**src/rtl/psram_arb_pkg.sv**
```systemverilog
// Shared types and constants for the two-port PSRAM arbiter.
// Command record widths match the default bridge geometry (25-bit word address, 32-bit data).
package psram_arb_pkg;

   typedef enum logic [1:0] {
      ST_IDLE  = 2'd0,
      ST_ISSUE = 2'd1,
      ST_WAIT  = 2'd2
   } state_t;

   localparam int NUM_PORTS   = 2;
   localparam int DEF_TIMEOUT = 1023;
   localparam int CMD_ADDR_W  = 25;
   localparam int CMD_DATA_W  = 32;

   localparam logic [31:0] ABORT_PATTERN = 32'hDEAD_BEEF;

   typedef struct packed {
      logic [CMD_ADDR_W-1:0] addr;
      logic [3:0]            be_n;
      logic [CMD_DATA_W-1:0] data;
      logic                  is_write;
      logic                  port;
   } cmd_t;

   localparam cmd_t CMD_RESET = '{addr: '0, be_n: 4'hF, data: '0, is_write: 1'b0, port: 1'b0};

endpackage

```
**src/rtl/rr_arb2.sv**
```systemverilog
// Two-requester round-robin pick: a lone requester wins, a tie goes to the port
// that did not win last time.
module rr_arb2
   import psram_arb_pkg::*;
(
   input  logic [NUM_PORTS-1:0] req,
   input  logic                 rr_last,
   output logic                 grant_valid,
   output logic                 grant_id
);

   always_comb begin
      grant_valid = |req;
      grant_id    = 1'b0;
      case (req)
         2'b01:   grant_id = 1'b0;
         2'b10:   grant_id = 1'b1;
         2'b11:   grant_id = ~rr_last;
         default: grant_id = 1'b0;
      endcase
   end

endmodule

```
**src/rtl/psram_arbiter.sv**
```systemverilog
// Shares one psramcon bridge between two requesters: one command in flight,
// single-cycle issue strobe, completion tracking, read-data routing and a watchdog.
module psram_arbiter
   import psram_arb_pkg::*;
#(
   parameter int ADDR_W  = CMD_ADDR_W,
   parameter int DATA_W  = CMD_DATA_W,
   parameter int TIMEOUT = DEF_TIMEOUT
) (
   input  logic              clk,
   input  logic              reset,
   input  logic [ADDR_W-1:0] m0_addr,
   input  logic [3:0]        m0_be_n,
   input  logic [DATA_W-1:0] m0_data,
   input  logic              m0_rd_n,
   input  logic              m0_wr_n,
   output logic              m0_waitrequest,
   output logic [DATA_W-1:0] m0_rdata,
   output logic              m0_rvalid,
   input  logic [ADDR_W-1:0] m1_addr,
   input  logic [3:0]        m1_be_n,
   input  logic [DATA_W-1:0] m1_data,
   input  logic              m1_rd_n,
   input  logic              m1_wr_n,
   output logic              m1_waitrequest,
   output logic [DATA_W-1:0] m1_rdata,
   output logic              m1_rvalid,
   output logic [ADDR_W-1:0] s_addr,
   output logic [3:0]        s_be_n,
   output logic [DATA_W-1:0] s_data,
   output logic              s_cs,
   output logic              s_rd_n,
   output logic              s_wr_n,
   input  logic [DATA_W-1:0] s_rdata,
   input  logic              s_valid,
   input  logic              s_waitrequest,
   output logic              err_timeout,
   output logic              grant_id
);

   localparam int CNT_W = $clog2(TIMEOUT + 1);

   state_t             state_reg, state_next;
   cmd_t               cmd_reg, cmd_next;
   logic               rr_last_reg, rr_last_next;
   logic [CNT_W-1:0]   wd_reg, wd_next;
   logic               err_reg, err_next;

   logic [ADDR_W-1:0]  addr_in [NUM_PORTS];
   logic [3:0]         be_n_in [NUM_PORTS];
   logic [DATA_W-1:0]  data_in [NUM_PORTS];
   logic               wr_n_in [NUM_PORTS];
   logic [NUM_PORTS-1:0] req;
   logic [NUM_PORTS-1:0] wait_vec;
   logic               rvalid_reg [NUM_PORTS];
   logic [DATA_W-1:0]  rdata_reg  [NUM_PORTS];

   logic               grant_valid, arb_grant, accept;
   logic               in_wait, done, abort, rsp_fire;
   logic [DATA_W-1:0]  rsp_data;

   assign addr_in[0] = m0_addr;
   assign addr_in[1] = m1_addr;
   assign be_n_in[0] = m0_be_n;
   assign be_n_in[1] = m1_be_n;
   assign data_in[0] = m0_data;
   assign data_in[1] = m1_data;
   assign wr_n_in[0] = m0_wr_n;
   assign wr_n_in[1] = m1_wr_n;
   assign req[0]     = !m0_rd_n || !m0_wr_n;
   assign req[1]     = !m1_rd_n || !m1_wr_n;

   rr_arb2 u_rr_arb2 (
      .req         (req),
      .rr_last     (rr_last_reg),
      .grant_valid (grant_valid),
      .grant_id    (arb_grant)
   );

   assign accept   = (state_reg == ST_IDLE) && grant_valid;
   assign in_wait  = (state_reg == ST_WAIT);
   assign done     = in_wait && !s_waitrequest;
   // Completion takes priority over the watchdog if both land in the same cycle.
   assign abort    = in_wait && s_waitrequest && (wd_reg == CNT_W'(TIMEOUT - 1));
   assign rsp_fire = !cmd_reg.is_write && (done || abort);
   assign rsp_data = done ? (s_valid ? s_rdata : '0) : DATA_W'(ABORT_PATTERN);

   always_ff @(posedge clk or posedge reset) begin
      if (reset) begin
         state_reg   <= ST_IDLE;
         cmd_reg     <= CMD_RESET;
         rr_last_reg <= 1'b1;
         wd_reg      <= '0;
         err_reg     <= 1'b0;
      end else begin
         state_reg   <= state_next;
         cmd_reg     <= cmd_next;
         rr_last_reg <= rr_last_next;
         wd_reg      <= wd_next;
         err_reg     <= err_next;
      end
   end

   always_comb begin
      state_next   = state_reg;
      cmd_next     = cmd_reg;
      rr_last_next = rr_last_reg;
      wd_next      = wd_reg;
      err_next     = err_reg;
      case (state_reg)
         ST_IDLE: begin
            if (grant_valid) begin
               cmd_next.addr     = CMD_ADDR_W'(addr_in[arb_grant]);
               cmd_next.be_n     = be_n_in[arb_grant];
               cmd_next.data     = CMD_DATA_W'(data_in[arb_grant]);
               cmd_next.is_write = !wr_n_in[arb_grant];
               cmd_next.port     = arb_grant;
               rr_last_next      = arb_grant;
               state_next        = ST_ISSUE;
            end
         end
         ST_ISSUE: begin
            wd_next    = '0;
            state_next = ST_WAIT;
         end
         ST_WAIT: begin
            if (!s_waitrequest) begin
               state_next = ST_IDLE;
            end else if (abort) begin
               err_next   = 1'b1;
               state_next = ST_IDLE;
            end else begin
               wd_next = wd_reg + 1'b1;
            end
         end
         default: state_next = ST_IDLE;
      endcase
   end

   genvar gi;
   generate
      for (gi = 0; gi < NUM_PORTS; gi++) begin : g_port
         always_ff @(posedge clk or posedge reset) begin
            if (reset) begin
               rvalid_reg[gi] <= 1'b0;
               rdata_reg[gi]  <= '0;
            end else begin
               rvalid_reg[gi] <= rsp_fire && (cmd_reg.port == 1'(gi));
               if (rsp_fire && (cmd_reg.port == 1'(gi)))
                  rdata_reg[gi] <= rsp_data;
            end
         end
         // Reset is folded in so a held request cannot show acceptance while in reset.
         assign wait_vec[gi] = !(accept && (arb_grant == 1'(gi)) && !reset);
      end
   endgenerate

   assign m0_waitrequest = wait_vec[0];
   assign m1_waitrequest = wait_vec[1];
   assign m0_rvalid      = rvalid_reg[0];
   assign m1_rvalid      = rvalid_reg[1];
   assign m0_rdata       = rdata_reg[0];
   assign m1_rdata       = rdata_reg[1];

   assign s_cs        = (state_reg == ST_ISSUE);
   assign s_rd_n      = !((state_reg == ST_ISSUE) && !cmd_reg.is_write);
   assign s_wr_n      = !((state_reg == ST_ISSUE) && cmd_reg.is_write);
   assign s_addr      = ADDR_W'(cmd_reg.addr);
   assign s_be_n      = cmd_reg.be_n;
   assign s_data      = DATA_W'(cmd_reg.data);
   assign err_timeout = err_reg;
   assign grant_id    = cmd_reg.port;

endmodule

```
**config.mk**
```make
export PLATFORM = sky130hd
export DESIGN_NAME = psram_arbiter
export DESIGN_NICKNAME = d
export VERILOG_FILES = /design/src/rtl/psram_arb_pkg.sv /design/src/rtl/rr_arb2.sv /design/src/rtl/psram_arbiter.sv
export SDC_FILE = /design/constraint.sdc
export NUM_CORES = 1
export LEC_CHECK = 0
export BUFFER_PORTS_ARGS = -buffer_cell sky130_fd_sc_hd__buf_2
export CAP_MARGIN = 20
export CORE_ASPECT_RATIO = 0.6
export CORE_UTILIZATION = 51
export DETAILED_ROUTE_END_ITERATION = 8
export PLACE_DENSITY = 0.91
export SKIP_CTS_REPAIR_TIMING = 1
export SLEW_MARGIN = 20
export SYNTH_ARGS = -nofsm -noshare
export SYNTH_HDL_FRONTEND = slang
export SYNTH_SLANG_ARGS = --single-unit
```
**constraint.sdc**
```tcl
create_clock -name clk -period 12.3 [get_ports clk]
set_input_delay 1.23 -clock clk [delete_from_list [all_inputs] [get_ports clk]]
set_output_delay 1.23 -clock clk [all_outputs]
set_load 0.05 [all_outputs]
```
=== Word level (Yosys, flattened, before mapping) ===
Cells that the tools add are included.

* $add $sub $neg: 1
* Order comparisons: 1
* Equality and inequality tests: 9
* Multiplexer cells: 22
* Bitwise logic cells: 4
* Reductions and logical operators: 35

{| class="wikitable"
|+ Operators by type and width
! kind !! count
|-
| 32-bit two-way mux || 5
|-
| 25-bit two-way mux || 3
|-
| 10-bit two-way mux || 2
|-
| 10-bit case mux with 2 select lines || 1
|-
| 1-bit logical AND || 13
|-
| 1-bit zero test || 12
|-
| 4-bit two-way mux || 3
|-
| 10-bit by 1-bit adder with 10-bit output (second input constant) || 1
|-
| 10-bit equality test (second input constant) || 1
|-
| 2-bit equality test (second input constant) || 3
|-
| 2-bit two-way mux || 3
|-
| 2-bit != test (second input constant) || 3
|-
| 2-bit case mux with 3 select lines || 1
|-
| 3-bit AND reduction || 2
|-
| 2-bit AND reduction || 2
|-
| 1-bit logical OR || 3
|-
| 1-bit two-way mux || 3
|-
| 3-bit by 2-bit != test with 1-bit output (second input constant) || 1
|-
| 1-bit NOT || 3
|-
| 2-bit by 1-bit equality test with 1-bit output (second input constant) || 1
|-
| 2-bit greater-or-equal comparator (second input constant) || 1
|-
| 2-bit zero test || 1
|-
| 1-bit NOT with 2-bit output || 1
|-
| 1-bit case mux with 2 select lines || 1
|-
| 2 further kinds || 2
|}

* Register bits after elaboration: 143
* Input port bits: 162
* Output and inout port bits: 134
* Word-level logic and storage cells: 85

=== Longest topological paths before layout ===
* Depth after elaboration: 9
* Mapped depth: 8
* Mapped depth without buffers: 6

=== By module ===
From an unflattened synthesis, not the netlist that was laid out.

* Cell total of the unflattened synthesis: 632
* Area total of the unflattened synthesis: 6929.1 um^2

{| class="wikitable"
|+ By module, submodules not included
! module !! times used !! cells each !! area an instance (um^2) !! seq. area each (um^2)
|-
| psram_arbiter || 1 || 630 || 6915.4 || 3584.7
|-
| rr_arb2 || 1 || 2 || 13.8 || 0.0
|}

=== Worst setup path before layout ===
No wires, ideal clock.

* Kind: input-to-output
* From: input reset
* To: output m0_waitrequest
* Arrival: 5.530 ns
* Data required time: 11.070 ns
* Setup slack: 5.540 ns
* Stages: 2
* Buffers on the path: 0
* Cell sequence: inv_1 -> nand2_1

* Cells in the longest elaborated chain, start to end: 3

{| class="wikitable"
|+ RTL lines
! what !! RTL line !! source
|-
| start, declared || psram_arbiter.sv:11 || <nowiki>input logic reset,</nowiki>
|-
| 1-bit zero test || psram_arbiter.sv:154 || <nowiki>assign wait_vec[gi] = !(accept && (arb_grant == 1'(gi)) && !reset);</nowiki>
|-
| 1-bit logical AND || psram_arbiter.sv:154 ||
|-
| 1-bit zero test || psram_arbiter.sv:154 ||
|-
| end, declared || psram_arbiter.sv:17 || <nowiki>output logic m0_waitrequest,</nowiki>
|}

Every way passes these cells.

=== Final worst setup path ===
* From: input reset
* To: output m1_waitrequest

* Cells in the longest elaborated chain, start to end: 3

{| class="wikitable"
|+ RTL lines
! what !! RTL line !! source
|-
| 1-bit zero test || psram_arbiter.sv:154 ||
|-
| 1-bit logical AND || psram_arbiter.sv:154 ||
|-
| 1-bit zero test || psram_arbiter.sv:154 ||
|-
| end, declared || psram_arbiter.sv:25 || <nowiki>output logic m1_waitrequest,</nowiki>
|}

Every way passes these cells.

==> impl_metrics.tcl <==
set metrics [dict create \
    start_kind "primary input" \
    initial_utilization_pct 52.2 \
    crit_arrival_ns 2.29 \
    synth_area_leaders "dfrtp_1 51%, mux2_2 11%, a22o_1 8.0%" \
    row_count 32 \
    cellPowerDensity_mw_per_mm2 322 \
    synthCells 567 \
    ir_drop_uv 165 \
    drive_gt1_share_pct 51.1 \
    critPathMostFrequentCell "buf_2" \
    insertion_delay_ns 0.41 \
    ys_ff_latch 143 \
    cts_buffers 17 \
    grt_pass1_vias 5170 \
    design.portCount 296 \
    area_growth_pct 26.1 \
    tns_ns 0 \
    synthFlopType "dfrtp_1" \
    final_max_slew_viol_count 0 \
    cp-end-kind "output port" \
    grt_pass1_wl_microns 26500 \
    final_nets 959 \
    r2r-start "wd_reg[0]" \
    grt_max_degree 93 \
    synth-seq-area-share_pct 53.4 \
    viasPerCell 5.36 \
    die_h_microns 90.9 \
    cts.clk_slew.worst_paths_ns 0.06 \
    avgSynthCellArea_sq_um 11.8 \
    startpoint "reset" \
    die_w_microns 150 \
    status "completed" \
    max_stage_delay_ns 0.56 \
    dp_hpwl_microns 12000 \
    synth_nets 735 \
    cts_sinks 143 \
    antenna_found_initial 1 \
    grt_util_all_layers_pct 25.2 \
    p_total_mw 2.72 \
    ys_top_cells_by_count "138 x dfrtp_1, 66 x mux2_2, 64 x buf_4" \
    die_area_sq_mm 0.0136 \
    core-area_sq_mm 0.0129 \
    required_ns 11.07 \
    relSlewSlack_pct 35.9 \
    synth_top_area_share_pct 51.4 \
    rsz0062_at_grt "false" \
    maxCapViolations 0 \
    yosysMostFrequentCell "dfrtp_1" \
    path_class "in2out" \
    fin_crit_sh_pct 28.7 \
    drcViolationCount 0 \
    h-tree-depth 4 \
    synth_area_sq_mm 0.00672 \
    cts_tree "built" \
    gp_congestion 0.865 \
    hold_viol_final 0 \
    post-route-min-period_ns 3.52 \
    p_leak_nw 4.62 \
    yosys.area.top_type "dfrtp_1" \
    critPathMaxFanout 92 \
    drtAntennaViolNets 0 \
    skew_ns 0.0136 \
    synth_edf_count 0 \
    hp-class "reg2reg" \
    cts.root.buffer_cell "clkbuf_16" \
    avgRoutedWirePerCell_microns 17.3 \
    num_vias 5222 \
    clock.fmax_mhz 284 \
    overflow 0 \
    crit_chain "buf_2 > inv_6 > nand2_1 > buf_2" \
    ys_warn_count 0 \
    finalSetupViolations 0 \
    critPathSlowestCell "inv_6" \
    min_from "err_timeout" \
    synth.distinct_cells 37 \
    worstMarginPinSlew_ns 0.961 \
    first_iter_violations 201 \
    portBuffers 295 \
    finalWirelength_microns 16900 \
    cts_max_path_buffers 2 \
    dr.pass1.iters 4 \
    async_flop_share_pct 100 \
]
routing by layer:
layer | global-route usage, % | routed length (microns)
met2 | 40.9 | 8060
met4 | 6.99 | 135
met5 | 0 | 0
met3 | 8.54 | 1380
met1 | 32.0 | 7290
final timing paths:
path | cells past startpoint | slack (ns) | endpoint
worst max-delay path | 4 | 8.78 | m1_waitrequest
worst min-delay path | 2 | 0.49 | err_timeout
worst max register to register | 6 | 8.93 | m0_rdata[7]
worst min register to register | 2 | 0.49 | err_timeout
max in group asynchronous | 3 | 10.08 | wd_reg[5]
min in group asynchronous | 2 | 0.99 | s_data[10]
cell type report:
class	count	area, sq um
fill	1015	4380
sequential	143	3580
multi-input combinational	315	2510
timing repair buffer	301	1520
clock buffer	18	429
tap	170	213
clock inverter	14	155
inverter	13	53.8
antenna	1	2.50
where the power goes:
group | internal, mW | switching (mW)
clock | 0.303 | 0.205
combinational | 0.416 | 1.03
sequential | 0.668 | 0.103
total | 1.39 | 1.34
cell families (layout without fill, tap and decap cells):
family	after synthesis	in the layout	share of synthesized area (%)
flip-flops	143	143	53.4
buffers and inverters	109	346	9.78
other	0	1	0
AO/OA/AOI/OAI	151	151	18.3
multiplexers	66	66	11.1
AND/OR/NAND/NOR	92	92	6.37
adder cells (fa/ha/maj)	6	6	1.12
cell usage in the layout (no fill, tap or decap), types with 5 or more instances in the layout:
cell and n:
a21o_1 63, a22o_1 61, and3_1 9, buf_2 295, buf_4 6, clkbuf_16 17, dfrtp_1 138, dfstp_2 5
ha_1 6, inv_1 12, inv_6 7, mux2_2 66, nand2_1 60
worst max-delay path: cells and delay by family:
| kind | cells | cell delay, ns |
|---|---|---|
| buffers and inverters | 3 | 0.92 |
| and+or+nand+nor | 1 | 0.09 |
metrics by stage:
stage               util, %  setup slack [ns]  instances  hold slack (ns)  instance area [sq um]
global route           65.9              8.63        974            0.516                   8470
finish                 65.9              8.78        975            0.487                   8470
detailed placement     61.3              8.73        942            0.476                   7880
global placement       61.3              8.75        942            0.477                   7880
floorplan                 -              5.54        567            0.484                   6720
CTS                    65.9              8.75        974            0.495                   8470
No activity file was read; power rests on OpenSTA's default activity.
